**src/rtl/hazard_ctrl.sv**
```systemverilog
// Hazard controller for the OTTER 5-stage pipeline: per-stage stall/flush,
// EX-stage forwarding selects, cache-miss wait FSM and a saturating stall counter.
module hazard_ctrl #(
  parameter int CNT_W = 32
) (
  input  logic             CLK,
  input  logic             RST_N,
  input  logic [4:0]       rs1_addr_D,
  input  logic [4:0]       rs2_addr_D,
  input  logic [4:0]       rs1_addr_E,
  input  logic [4:0]       rs2_addr_E,
  input  logic [4:0]       rd_E,
  input  logic [4:0]       rd_M,
  input  logic [4:0]       rd_W,
  input  logic             regWrite_E,
  input  logic             regWrite_M,
  input  logic             regWrite_W,
  input  logic             memRead2_E,
  input  logic             pc_taken_E,
  input  logic             imem_miss,
  input  logic             imem_ready,
  input  logic             dmem_miss,
  input  logic             dmem_ready,
  output logic             stall_F,
  output logic             stall_D,
  output logic             stall_E,
  output logic             stall_M,
  output logic             flush_D,
  output logic             flush_E,
  output logic             flush_M,
  output logic             flush_W,
  output logic [1:0]       fwdA_E,
  output logic [1:0]       fwdB_E,
  output logic [CNT_W-1:0] stall_cycles,
  output logic [1:0]       dbg_state
);

  typedef enum logic [1:0] {
    RUN   = 2'd0,
    IWAIT = 2'd1,
    DWAIT = 2'd2
  } state_t;

  state_t           state_q;
  logic [CNT_W-1:0] stall_cnt_q;
  logic             load_use;

  assign load_use = memRead2_E && regWrite_E && (rd_E != 5'd0) &&
                    ((rd_E == rs1_addr_D) || (rd_E == rs2_addr_D));

  assign stall_cycles = stall_cnt_q;
  assign dbg_state    = state_q;

  always_comb begin
    stall_F = 1'b0;
    stall_D = 1'b0;
    stall_E = 1'b0;
    stall_M = 1'b0;
    flush_D = 1'b0;
    flush_E = 1'b0;
    flush_M = 1'b0;
    flush_W = 1'b0;
    fwdA_E  = 2'b00;
    fwdB_E  = 2'b00;
    if (!RST_N) begin
      // Reset drains every pipeline register regardless of what is in flight.
      flush_D = 1'b1;
      flush_E = 1'b1;
      flush_M = 1'b1;
      flush_W = 1'b1;
    end else begin
      if (regWrite_M && (rd_M != 5'd0) && (rd_M == rs1_addr_E))      fwdA_E = 2'b10;
      else if (regWrite_W && (rd_W != 5'd0) && (rd_W == rs1_addr_E)) fwdA_E = 2'b01;
      if (regWrite_M && (rd_M != 5'd0) && (rd_M == rs2_addr_E))      fwdB_E = 2'b10;
      else if (regWrite_W && (rd_W != 5'd0) && (rd_W == rs2_addr_E)) fwdB_E = 2'b01;
      case (state_q)
        DWAIT: begin
          stall_F = 1'b1;
          stall_D = 1'b1;
          stall_E = 1'b1;
          stall_M = 1'b1;
          flush_W = 1'b1;
        end
        IWAIT: begin
          stall_F = 1'b1;
          // A resolved branch is parked in E so its redirect lands after the fill.
          if (pc_taken_E) begin
            stall_D = 1'b1;
            stall_E = 1'b1;
            flush_M = 1'b1;
          end else begin
            flush_D = 1'b1;
          end
        end
        default: begin
          if (pc_taken_E) begin
            flush_D = 1'b1;
            flush_E = 1'b1;
          end else if (load_use) begin
            stall_F = 1'b1;
            stall_D = 1'b1;
            flush_E = 1'b1;
          end
        end
      endcase
    end
  end

  // Cache handshake: *_miss is a level held for the whole fill; *_ready is a
  // single-cycle pulse marking the last wait cycle, after which flow resumes.
  always_ff @(posedge CLK or negedge RST_N) begin
    if (!RST_N) begin
      state_q     <= RUN;
      stall_cnt_q <= '0;
    end else begin
      if (stall_F && (stall_cnt_q != {CNT_W{1'b1}})) begin
        stall_cnt_q <= stall_cnt_q + CNT_W'(1);
      end
      case (state_q)
        RUN: begin
          if (dmem_miss)      state_q <= DWAIT;
          else if (imem_miss) state_q <= IWAIT;
        end
        IWAIT: begin
          if (dmem_miss)       state_q <= DWAIT;
          else if (imem_ready) state_q <= RUN;
        end
        DWAIT: begin
          if (dmem_ready) state_q <= RUN;
        end
        default: state_q <= RUN;
      endcase
    end
  end

endmodule

```
**config.mk**
```make
export PLATFORM = sky130hd
export DESIGN_NAME = hazard_ctrl
export DESIGN_NICKNAME = d
export VERILOG_FILES = /design/src/rtl/hazard_ctrl.sv
export SDC_FILE = /design/constraint.sdc
export NUM_CORES = 1
export LEC_CHECK = 0
export CORE_UTILIZATION = 25
export DETAILED_ROUTE_END_ITERATION = 8
export DONT_BUFFER_PORTS = 1
export SYNTH_ARGS = -nofsm -noshare
export SYNTH_HDL_FRONTEND = slang
export SYNTH_SLANG_ARGS = --single-unit
export TNS_END_PERCENT = 100
```
**constraint.sdc**
```tcl
create_clock -name CLK -period 3.6 [get_ports CLK]
set_input_delay 0.18 -clock CLK [delete_from_list [all_inputs] [get_ports CLK]]
set_output_delay 0.18 -clock CLK [all_outputs]
set_load 0.01 [all_outputs]
```
== Word-level counts from Yosys, hierarchy flattened ==
Index checks and enable logic that the tools add are counted.

* Input port bits: 46
* Output and inout port bits: 46
* Flip-flop bits (word level): 34
* Logic and storage cells: 64

* Equal/unequal tests: 12
* Add/subtract/negate cells: 1
* Reductions and logical operators: 17
* Muxes and demuxes: 32

{| class="wikitable"
|+ Operators with widths
! kind !! number
|-
| adder 32 x 1 -> 32 bit (second input constant) || 1
|-
| != test 32 bit (second input constant) || 1
|-
| == test 5 bit || 6
|-
| two-way mux 1 bit || 19
|-
| two-way mux 2 bit || 9
|-
| nonzero test 5 bit || 3
|-
| logical AND 1 bit || 10
|-
| != test 3 bit (second input constant) || 2
|-
| one-hot mux 1 bit (2 select lines) || 3
|-
| one-hot mux 2 bit (3 select lines) || 1
|-
| AND reduction 3 bit || 1
|-
| == test 2 x 1 -> 1 bit (second input constant) || 1
|-
| == test 2 bit (second input constant) || 1
|-
| zero test 2 bit || 1
|-
| != test 2 bit (second input constant) || 1
|-
| OR reduction 2 bit || 1
|-
| logical OR 1 bit || 1
|}

== Logic depth before layout (Yosys ltp) ==
Gate-level depths: netlist of the first run.

* Depth after elaboration: 8
* Depth in mapped cells: 8
* Mapped depth without buffers: 7

== Least setup slack after synthesis of the first run ==
No wires, ideal clock.

* Kind: register to register
* Start: reg stall_cnt_q[0] (netlist: stall_cycles[0])
* End: reg stall_cnt_q[5] (netlist: stall_cycles[5])
* Setup time: 127 ps
* Buffers on the path: 1
* Setup slack: 1571 ps
* Arrival: 1902 ps
* Clock period less this slack: 2029 ps
* Required time: 3473 ps
* Cell stages (with the launch flop): 9
* Cells stage by stage: dfrtp_1 > ha_1 > and3_1 > nand3_1 > nor4_4 > a211oi_2 > buf_6 > nand3_1 > xnor2_1

* Word-level cells in the longest chain between the ends: 2
* Elaborated cells between the ends (all ways): 3
* Those cells by class: add/sub: 1; eq/ne: 1; reduce/logical: 1

{| class="wikitable"
|+ RTL lines
! element !! line !! source
|-
| start: declaration || 45 || <nowiki>logic [CNT_W-1:0] stall_cnt_q;</nowiki>
|-
| start signal: assignment || 117 || <nowiki>stall_cnt_q <= stall_cnt_q + CNT_W'(1);</nowiki>
|-
| branches (longest 2 deep; another with adder 32 x 1 -> 32 bit) || n/a ||
|}

Several ways; the timed one is not identified.
A chain may end at the register's enable or synchronous reset.

== Worst setup path after layout of the first run ==
* Start: reg stall_cnt_q[24] (netlist: stall_cycles[24])
* End: reg stall_cnt_q[1] (netlist: stall_cycles[1])

* Word-level cells in the longest chain between the ends: 2

{| class="wikitable"
|+ RTL lines
! element !! line !! source
|-
| != test 32 bit || 116 || <nowiki>if (stall_F && (stall_cnt_q != {CNT_W{1'b1}})) begin</nowiki>
|-
| logical AND 1 bit || 116 ||
|}

Every way passes these cells.

==> impl_metrics.ini, run 1 <==
[layout]
finish.net_count = 289
layout_common_cells = sky130_fd_sc_hd__dfrtp_1, sky130_fd_sc_hd__xnor2_1, sky130_fd_sc_hd__xor2_1
finish.cell_count_without_fillers = 348
utilization = 0.293
layout.cell_area.non_filler_um2 = 2550
synthToLayoutAreaGrowth_pct = 13.1
antenna_cells_inserted = 0
layout-drive-gt1-share = 0.117
most_common_cell_after_layout_fill_and_taps_aside = sky130_fd_sc_hd__dfrtp_1

[synthesis]
post_synth_instance_area_um2 = 2260
synth.yosys.seq_area_share = 0.377
yosys_register_bits = 34
synth_top_flop_cell = sky130_fd_sc_hd__dfrtp_1
syn_area_per_cell_um2 = 9.73
synth.largest_area_cell = sky130_fd_sc_hd__dfrtp_1
post_synth_xor_area_fraction = 0.233
post_synth_edffs = 0
synth_fa_ha_area_frac = 0.0222
number_of_nets_produced_by_synthesis = 282
post_synth_inst_count = 232
synth_compound_area_frac = 0.0742
synth_simple_gate_area_frac = 0.263
yosysWarnings = 0
yosys-mux-area-fraction = 0.00997
synth_top_family_by_area = simple AND/OR/NAND/NOR gates
synth.lib_cells_used.distinct = 45
ys_top_cells_by_area = sky130_fd_sc_hd__dfrtp_1, sky130_fd_sc_hd__xnor2_1, sky130_fd_sc_hd__xor2_1
fraction_of_synthesis_flops_using_an_asynchronous_set_or_reset_pin = 1.00
synth.top_cell.area_share = 0.377

[global_route]
grt_total_ovfl = 0
pin_count_of_the_biggest_net_entering_global_routing = 35
grt_pass1_wl_um = 9540
global_route.usage.total = 0.128
number_of_antenna_violations_at_the_first_check_in_global_routing = 0
grt_pass1_vias = 1830

[setup_path]
critPathLaunchType = flip-flop
setup.worst_path.end_class = flip-flop
crit_required_ps = 3780
critPathMaxFanout = 19
setup.worst_path.class = reg -> reg
worst_ep_arrival_time_ps = 2440

[floorplanning]
initial_utilization = 0.259
rows = 34
area_of_the_core_um2 = 8720
dieHeight_um = 97.0
die_width_um = 97.0
die_area_um2 = 9420
floorplan.io_pins = 92

[sta]
fin_hold_ws_ps = 52.2
actual_slew_at_the_worst_max_slew_pin_ps = 552
layout_min_cycle_time_ps = 2260
setup_total_negative_slack_ps = 0
setup_viol_count_final = 0
report.final.slew_viol_count = 0
post-route-period-util = 0.627
rsz0062_at_grt = false
timing.slew.headroom = 0.631
finalHoldViolations = 0
finClkSkew_ps = 6.08
maxClockFrequency_mhz = 443

[clock_network]
cts_max_level = 2
clock_tree_from_tritoncts = built
worstSkewPairLatency_ps = 290
clk_pin_slew_worst_paths_ps = 80
cts.repair_timing.setup_buffer_count = 0
inserted_clock_buffers = 5
clock_path_buffers = 2
ctsRootBufferMaster = sky130_fd_sc_hd__clkbuf_8
clock_sink_count = 34

[run]
maxCapViolCount = 0

[route]
final_routed_wirelength_across_all_metal_layers_um = 5840
first_pass_iters = 4
viasPerCell = 5.03
wl_per_cell_um = 16.8
drt_iter0_markers = 94
total_drc_errors_in_the_routed_layout = 0
drt.antenna.violating_nets = 0
routed-via-count = 1752

[placement]
post_dp_cell_area_um2 = 2380
port_bufs = 0
dp.cells = 337
post-dp-hpwl_um = 4460
gp_routability_congestion = 0.803

[power_and_ir_drop]
power-per-cell-area_nw_per_um2 = 472
vdd.ir_drop.worst_mv = 0.225
leakagePower_nw = 1.02

[hold_path]
hold_class = in -> reg

[run_status]
status = finished, final reports clean
==> final timing paths <==
kind	start	end	slack [ps]	depth (start not counted)
worst max-delay path	stall_cycles[24]$_DFFE_PN0P_	stall_cycles[1]$_DFFE_PN0P_	1340	6
worst min-delay path	dmem_miss	dbg_state[1]$_DFFE_PN0P_	50	2
worst max register to register	stall_cycles[24]$_DFFE_PN0P_	stall_cycles[1]$_DFFE_PN0P_	1340	6
worst min register to register	stall_cycles[18]$_DFFE_PN0P_	stall_cycles[18]$_DFFE_PN0P_	580	1
max in group asynchronous	RST_N	stall_cycles[5]$_DFFE_PN0P_	3070	2
min in group asynchronous	RST_N	stall_cycles[8]$_DFFE_PN0P_	340	2
==> routing by layer <==
layer	wire [um]	share of wire	GRT usage	vias up
li1	-	-	-	829
met1	2380	0.41	0.153	839
met2	2910	0.50	0.217	78
met3	482	0.082	0.0412	6
met4	68	0.012	0.0379	0
met5	0	0	0	-
==> cells in the mapped netlist (all sizes together), types with 6 or more instances <==
cell,instances
xnor2,33
nand3,26
o21ai,7
xor2,27
inv,6
nand4,8
and3,6
dfrtp,34
nor3,7
nand2,14
nor2,13
==> power by group <==
| part | switching [mW] | total [mW] | leakage, nW | internal [mW] |
|---|---|---|---|---|
| combinational | 0.176 | 0.297 | 0.481 | 0.121 |
| sequential | 0.0608 | 0.475 | 0.467 | 0.414 |
| clock | 0.155 | 0.432 | 0.0683 | 0.278 |
==> repair_timing <==
| item | in CTS | in global routing |
|---|---|---|
| resized for setup | 0 | 0 |
| hold buffers | 3 | 0 |
| endpoints found under the hold margin | 35 | 0 |
| setup endpoints to repair | 0 | 0 |
==> cell type report <==
type / count / area (um2)
Inverter: 6 / 22.5
Sequential cell: 34 / 851
Clock buffer: 5 / 68.8
Fill cell: 913 / 6170
Multi-Input combinational cell: 188 / 1360
Clock inverter: 3 / 68.8
Timing Repair Buffer: 4 / 47.5
Tap cell: 108 / 135
==> worst max-delay path: stages, from the launching register on <==
cell and delay (ps):
sky130_fd_sc_hd__dfrtp_1 500, sky130_fd_sc_hd__nand3_2 150, sky130_fd_sc_hd__or3_2 580, sky130_fd_sc_hd__nor4_4 340, sky130_fd_sc_hd__a211oi_2 70, sky130_fd_sc_hd__buf_4 220, sky130_fd_sc_hd__mux2_2 280
==> flip-flops by register name, summed over array words and instances (netlist names) <==
name and flops:
stall_cycles 32, dbg_state 2
==> metrics by stage <==
stage	total power, mW	setup slack [ps]
floorplan	0.702	1570
global placement	0.758	1340
detailed placement	0.769	1330
CTS	1.22	1320
global route	1.27	1200
finish	1.20	1340
==> cell families (layout without fill, tap and decap cells) <==
group	count (synthesis)	in the layout
AOI/OAI and AO/OA	21	21
xor gates and xnor gates	60	60
adders and majority gates	4	4
buffers and inverters	10	18
DFF	34	34
muxes	2	2
and+or+nand+nor	101	101
No activity file was read; power rests on OpenSTA's default activity.
==> run 2, diff against run 1 <==
--- a/config.mk
+++ b/config.mk
@@ -5,6 +5,7 @@
 export SDC_FILE = /design/constraint.sdc
 export NUM_CORES = 1
 export LEC_CHECK = 0
+export ABC_AREA = 1
 export CORE_UTILIZATION = 25
 export DETAILED_ROUTE_END_ITERATION = 8
 export DONT_BUFFER_PORTS = 1
==> constraint.sdc (replaced) <==
create_clock -name CLK -period 2.2 [get_ports CLK]
set_input_delay 0.11 -clock CLK [delete_from_list [all_inputs] [get_ports CLK]]
set_output_delay 0.11 -clock CLK [all_outputs]
set_load 0.01 [all_outputs]
==> run 2 against run 1 <==
Net effect: register-to-register slack lost 1000 ps; total power up 85%; highest routed layer unchanged; hold slack worse by 27 ps; sequential power grew 51%; critical endpoint is now stall_D; combinational power increased to 2.9 times the previous value; synthesized cell count is 110% higher; critical path depth up 1; routed wire length rose by 58%; first-iteration DRC count increased by 100%; design area is 37% higher.
==> impl_metrics.ini, run 2 <==
[run_status]
status = finished, final reports clean

[power_and_ir_drop]
power_consumption_mw = 2.23
internal_power_mw = 1.36
leakagePower_nw = 1.71
power_switching_share = 0.390
power-per-cell-area_nw_per_um2 = 636
vdd.ir_drop.worst_mv = 0.371
clkPwrFrac = 0.294
power.switching_mw = 0.870
combPwrFrac = 0.385
p_seq_frac = 0.321

[global_route]
grt_total_ovfl = 0
pin_count_of_the_biggest_net_entering_global_routing = 38
grt_pass1_vias = 3139
global_route.usage.total = 0.150
number_of_antenna_violations_at_the_first_check_in_global_routing = 0
grt_pass1_wl_um = 15300

[placement]
gp_routability_congestion = 0.885
post_dp_cell_area_um2 = 3340
port_bufs = 0
pre_cts_slack_ps = 258
dp.cells = 646
post-dp-hpwl_um = 7350

[sta]
maxClockFrequency_mhz = 488
finClkSkew_ps = 5.00
post-route-period-util = 0.932
setup_viol_count_final = 0
setup_total_negative_slack_ps = 0
actual_slew_at_the_worst_max_slew_pin_ps = 486
rsz0062_at_grt = false
fin_hold_ws_ps = 25.1
report.final.slew_viol_count = 0
final.setup.worst_slack_ps = 150
timing.slew.headroom = 0.673
finalHoldViolations = 0
layout_min_cycle_time_ps = 2050

[synthesis]
number_of_nets_produced_by_synthesis = 543
post_synth_inst_count = 493
synth.lib_cells_used.distinct = 27
synth.most_common_cell = sky130_fd_sc_hd__nand2_1
yosys_register_bits = 34
ys_top_cells_by_area = sky130_fd_sc_hd__dfrtp_1, sky130_fd_sc_hd__nand2_1, sky130_fd_sc_hd__nor2_1
syn_area_per_cell_um2 = 6.24
synth.yosys.seq_area_share = 0.277
synth.largest_area_cell = sky130_fd_sc_hd__dfrtp_1
fraction_of_synthesis_flops_using_an_asynchronous_set_or_reset_pin = 1.00
post_synth_edffs = 0
synth_top_family_by_area = simple AND/OR/NAND/NOR gates
synth.top_cell.area_share = 0.277
yosysWarnings = 0
yosys-mux-area-fraction = 0
synth_compound_area_frac = 0.0277
synth_fa_ha_area_frac = 0.0163
post_synth_instance_area_um2 = 3080
post_synth_xor_area_fraction = 0.0940
netlist_top_cells_count = sky130_fd_sc_hd__nand2_1, sky130_fd_sc_hd__nor2_1, sky130_fd_sc_hd__inv_1
synth_top_flop_cell = sky130_fd_sc_hd__dfrtp_1
synth_simple_gate_area_frac = 0.503

[clock_network]
clock_tree_from_tritoncts = built
clk_pin_slew_worst_paths_ps = 50
clock_path_buffers = 2
cts_max_level = 2
inserted_clock_buffers = 5
ctsRootBufferMaster = sky130_fd_sc_hd__clkbuf_16
worstSkewPairLatency_ps = 280
clock_sink_count = 34

[layout]
fillCellCount = 1313
multiInputGateArea_um2 = 1980
final-seq-area_um2 = 851
layout_common_cells = sky130_fd_sc_hd__nand2_1, sky130_fd_sc_hd__nor2_1, sky130_fd_sc_hd__inv_1
layout.cell_area.non_filler_um2 = 3510
synthToLayoutAreaGrowth_pct = 14.2
layout-drive-gt1-share = 0.0866
most_common_cell_after_layout_fill_and_taps_aside = sky130_fd_sc_hd__nand2_1
largest_register_ffs = 32
antenna_cells_inserted = 0
finish.cell_count_without_fillers = 655
finish.net_count = 558
utilization = 0.292

[setup_path]
setup.worst_path.end_class = primary output
crit_required_ps = 2090
worst_ep_arrival_time_ps = 1940
critPathMaxFanout = 37
setup.worst_path.class = reg -> out
critPathLaunchType = flip-flop

[floorplanning]
area_of_the_core_um2 = 12000
rows = 40
dieHeight_um = 113
die_width_um = 113
die_area_um2 = 12700
initial_utilization = 0.256
floorplan.io_pins = 92

[route]
first_pass_iters = 4
total_drc_errors_in_the_routed_layout = 0
wl_per_cell_um = 14.1
final_routed_wirelength_across_all_metal_layers_um = 9230
drt.antenna.violating_nets = 0
drt_iter0_markers = 192
viasPerCell = 4.79
routed-via-count = 3136

[hold_path]
hold_class = in -> reg

[run]
maxCapViolCount = 0
==> run 2: cell types whose count changed after synthesis, moves of 7 or more <==
cell                       before  now
sky130_fd_sc_hd__buf_2          1    8
sky130_fd_sc_hd__xnor2_1       33   16
sky130_fd_sc_hd__nand3_1       25   11
sky130_fd_sc_hd__inv_1          6   45
sky130_fd_sc_hd__nand4_1        8   36
sky130_fd_sc_hd__xor2_1        27   17
sky130_fd_sc_hd__nand2_1       14  199
sky130_fd_sc_hd__nand3b_1       0   14
sky130_fd_sc_hd__nor2_1        13   71
==> run 2: routing by layer <==
| metal | vias to the layer above | part of all wire | track usage |
|---|---|---|---|
| met3 | 16 | 0.087 | 0.0477 |
| met5 | - | 0 | 0 |
| met4 | 0 | 0.021 | 0.0447 |
| met1 | 1423 | 0.41 | 0.171 |
| li1 | 1596 | - | - |
| met2 | 101 | 0.48 | 0.267 |
==> run 2: timing repair <==
item | in CTS | in global routing
setup buffers | 0 | 0
setup endpoints to repair | 1 | 1
gates resized for setup | 1 | 2
endpoints found under the hold margin | 34 | 0
hold buffers | 2 | 0
==> run 2: cell type report <==
type,count,area share
Multi-Input combinational cell,400,0.563
Sequential cell,34,0.242
Timing Repair Buffer,21,0.0549
Tap cell,147,0.0524
Inverter,46,0.0492
Clock buffer,7,0.0378
==> run 2: cell families after synthesis <==
| family | after synthesis |
|---|---|
| xor gates and xnor gates | 33 |
| AOI/OAI and AO/OA | 14 |
| DFF | 34 |
| buffers and inverters | 59 |
| adders and majority gates | 4 |
| and+or+nand+nor | 349 |
==> run 2: worst max-delay path: stages (launching register included) <==
cell and delay [ps]:
sky130_fd_sc_hd__dfrtp_1 350, sky130_fd_sc_hd__inv_1 60, sky130_fd_sc_hd__ha_1 340, sky130_fd_sc_hd__inv_1 100, sky130_fd_sc_hd__a21oi_2 200, sky130_fd_sc_hd__buf_8 260, sky130_fd_sc_hd__nand2_1 130, sky130_fd_sc_hd__a21oi_2 220
==> run 2: path summary, 6_finish.rpt <==
path / startpoint / to / slack (ps) / depth (start not counted)
max reg2reg: stall_cycles[6]$_DFFE_PN0P_ / stall_cycles[17]$_DFFE_PN0P_ / 330 / 9
min reg2reg: stall_cycles[31]$_DFFE_PN0P_ / stall_cycles[31]$_DFFE_PN0P_ / 600 / 2
min: dmem_miss / dbg_state[1]$_DFFE_PN0P_ / 30 / 2
max in group asynchronous: RST_N / stall_cycles[13]$_DFFE_PN0P_ / 1730 / 2
max: dbg_state[1]$_DFFE_PN0P_ / stall_D / 150 / 7
min in group asynchronous: RST_N / stall_cycles[22]$_DFFE_PN0P_ / 300 / 2
==> run 2: power by group through the flow <==
stage | Clock (mW) | Combinational, mW | Sequential [mW]
floorplan | 0 | 0.593 | 0.755
global placement | 0 | 0.813 | 0.724
detailed placement | 0 | 0.835 | 0.729
CTS | 0.674 | 0.860 | 0.718
global route | 0.692 | 0.963 | 0.721
finish | 0.656 | 0.860 | 0.717
==> run 3, diff against run 2 <==
--- a/config.mk
+++ b/config.mk
@@ -9,6 +9,7 @@
 export CORE_UTILIZATION = 25
 export DETAILED_ROUTE_END_ITERATION = 8
 export DONT_BUFFER_PORTS = 1
+export SKIP_LAST_GASP = 1
 export SYNTH_ARGS = -nofsm -noshare
 export SYNTH_HDL_FRONTEND = slang
 export SYNTH_SLANG_ARGS = --single-unit
==> constraint.sdc (replaced) <==
create_clock -name CLK -period 1.7 [get_ports CLK]
set_input_delay 0.085 -clock CLK [delete_from_list [all_inputs] [get_ports CLK]]
set_output_delay 0.085 -clock CLK [all_outputs]
set_load 0.01 [all_outputs]
==> run 3 against run 2 <==
Net effect: critical path depth up 3; highest routed layer unchanged; total power increased by 67%; combinational power grew 120%; register-to-register slack got worse by 340 ps; the run now ends with negative setup slack left; final cell count rose by 7.9%; first-iteration DRC count is 15% higher; worst setup slack worse by 160 ps; global-route usage grew 1.7 points; clock-buffer cell count fell by 1; critical path type is now reg -> reg; hold slack worse by 2.7 ps; non-clock buffer count increased by 51.
==> impl_metrics.ini, run 3 (synthesis results as in run 2) <==
[setup_path]
worst_path_largest_cell_delay_ps = 370
crit_required_ps = 1880
timing.rr.start = dbg_state[0]$_DFFE_PN0P_
crit_path_frequent_cell = sky130_fd_sc_hd__nand2_1
r2r.worst_path.cells = 10
crit_path_cell_trace = inv_2 -> ha_4 -> inv_4 -> a21oi_4 -> buf_12 -> buf_8 -> nand3_4 -> clkbuf_16 -> nand2_1 -> nand2_1
critPathLaunchType = flip-flop
critPathMaxFanout = 8
worst_ep_arrival_time_ps = 1890
critical_path_slowest_stage_cell = sky130_fd_sc_hd__dfrtp_1
worstReg2RegEnd = stall_cycles[13]$_DFFE_PN0P_
setup.worst_path.end_class = flip-flop
setup.worst_path.class = reg -> reg
ff_to_ff_setup_slack_ps = -10

[clock_network]
clock_sink_count = 34
clock_tree_from_tritoncts = built
cts_max_level = 2
worstSkewPairLatency_ps = 290
clock_path_buffers = 2
clk_pin_slew_worst_paths_ps = 60
inserted_clock_buffers = 5
ctsRootBufferMaster = sky130_fd_sc_hd__clkbuf_16

[layout]
layout_common_cells = sky130_fd_sc_hd__nand2_1, sky130_fd_sc_hd__nor2_1, sky130_fd_sc_hd__buf_4
largest_register_ffs = 32
most_common_cell_after_layout_fill_and_taps_aside = sky130_fd_sc_hd__nand2_1
finish.cell_count_without_fillers = 707
synthToLayoutAreaGrowth_pct = 36.3
utilization = 0.349
finish.net_count = 609
antenna_cells_inserted = 0
layout-drive-gt1-share = 0.239

[global_route]
grt_pass1_vias = 3376
grt_pass1_wl_um = 16700
groute.layer.met1.usage = 0.198
grtUsageMet2 = 0.286
global_route.usage.total = 0.167
global_route.usage.met3 = 0.0520
number_of_antenna_violations_at_the_first_check_in_global_routing = 0
grt_total_ovfl = 0
pin_count_of_the_biggest_net_entering_global_routing = 35
grt.busiest_layer = met2

[sta]
fin_hold_ws_ps = 22.3
report.final.slew_viol_count = 0
layout_min_cycle_time_ps = 1710
timing.slew.headroom = 0.704
setup_total_negative_slack_ps = -29.0
setup_viol_count_final = 4
post-route-period-util = 1.01
rsz0062_at_grt = true
actual_slew_at_the_worst_max_slew_pin_ps = 441
finalHoldViolations = 0
finClkSkew_ps = 6.67
maxClockFrequency_mhz = 584
final.setup.worst_slack_ps = -13.4

[route]
total_drc_errors_in_the_routed_layout = 0
viasPerCell = 4.88
drt.antenna.violating_nets = 0
drt_iter0_markers = 220
routed-via-count = 3447
wl_per_cell_um = 15.1
first_pass_iters = 4
final_routed_wirelength_across_all_metal_layers_um = 10600

[floorplanning]
die_area_um2 = 12700
dieHeight_um = 113
initial_utilization = 0.256
die_width_um = 113
floorplan.io_pins = 92
rows = 40
area_of_the_core_um2 = 12000

[hold_path]
worst_hold_path.endpoint = dbg_state[0]$_DFFE_PN0P_
worstHoldStart = dmem_miss
whs_path_depth = 3
hold_class = in -> reg

[placement]
post-dp-hpwl_um = 7720
dp.cells = 685
port_bufs = 0
gp_routability_congestion = 0.926

[run]
maxCapViolCount = 0

[run_status]
failed_checks = negative setup slack
status = finished with violations

[power_and_ir_drop]
leakagePower_nw = 2.05
power-per-cell-area_nw_per_um2 = 889
power_consumption_mw = 3.73
vdd.ir_drop.worst_mv = 0.498
run 3: routing by layer:
| metal | vias to the layer above | part of all wire |
|---|---|---|
| li1 | 1696 | - |
| met1 | 1605 | 0.41 |
| met2 | 133 | 0.49 |
| met3 | 13 | 0.083 |
| met4 | 0 | 0.020 |
| met5 | - | 0 |
run 3: worst max-delay path: cells and delay by family, from the launching register on:
family | cells | cell delay (ps)
compound gates | 1 | 140
fa+ha+maj | 1 | 280
buf+inv | 5 | 550
flops | 1 | 370
simple gates | 3 | 250
run 3: power breakdown:
part           switching [mW]  internal, mW
Clock                   0.364         0.580
Combinational            1.06         0.796
Sequential             0.0588         0.872
Total                    1.48          2.25
run 3: repair_timing:
action / CTS / global route
cloned: 1 / 3
hold buffers: 2 / 1
endpoints found under the setup margin: 5 / 35
buffers inserted: 6 / 1
hold endpoints to repair: 34 / 1
pin swaps: 2 / 4
gates resized for setup: 10 / 46
run 3: metrics by stage:
stage | setup WS (ps) | area, um2
floorplan | 25.5 | 3080
global placement | 76.1 | 3670
detailed placement | 21.0 | 3670
CTS | -9.43 | 3960
global route | -101 | 4190
finish | -13.4 | 4190
run 3: worst max-delay path by stage:
stage,start,to,slack [ps],cells after the start
after floorplan,dbg_state[0]$_DFFE_PN0P_,flush_D,30,7
after global placement,dbg_state[0]$_DFFE_PN0P_,stall_cycles[16]$_DFFE_PN0P_,80,9
after CTS,dbg_state[1]$_DFFE_PN0P_,stall_D,-9,8
final,dbg_state[0]$_DFFE_PN0P_,stall_cycles[13]$_DFFE_PN0P_,-10,10
after detailed placement,dbg_state[1]$_DFFE_PN0P_,stall_cycles[4]$_DFFE_PN0P_,20,9
after global routing,dbg_state[1]$_DFFE_PN0P_,stall_cycles[28]$_DFFE_PN0P_,-100,10
run 3: cell type report:
class                      instances  area [um2]
clock buffer                       6         139
fill                            1277        7820
clock inverter                     2        12.5
inverter                          46         175
multi-input combinational        400        2150
tap                              147         184
sequential                        34         852
timing repair buffer              72         683
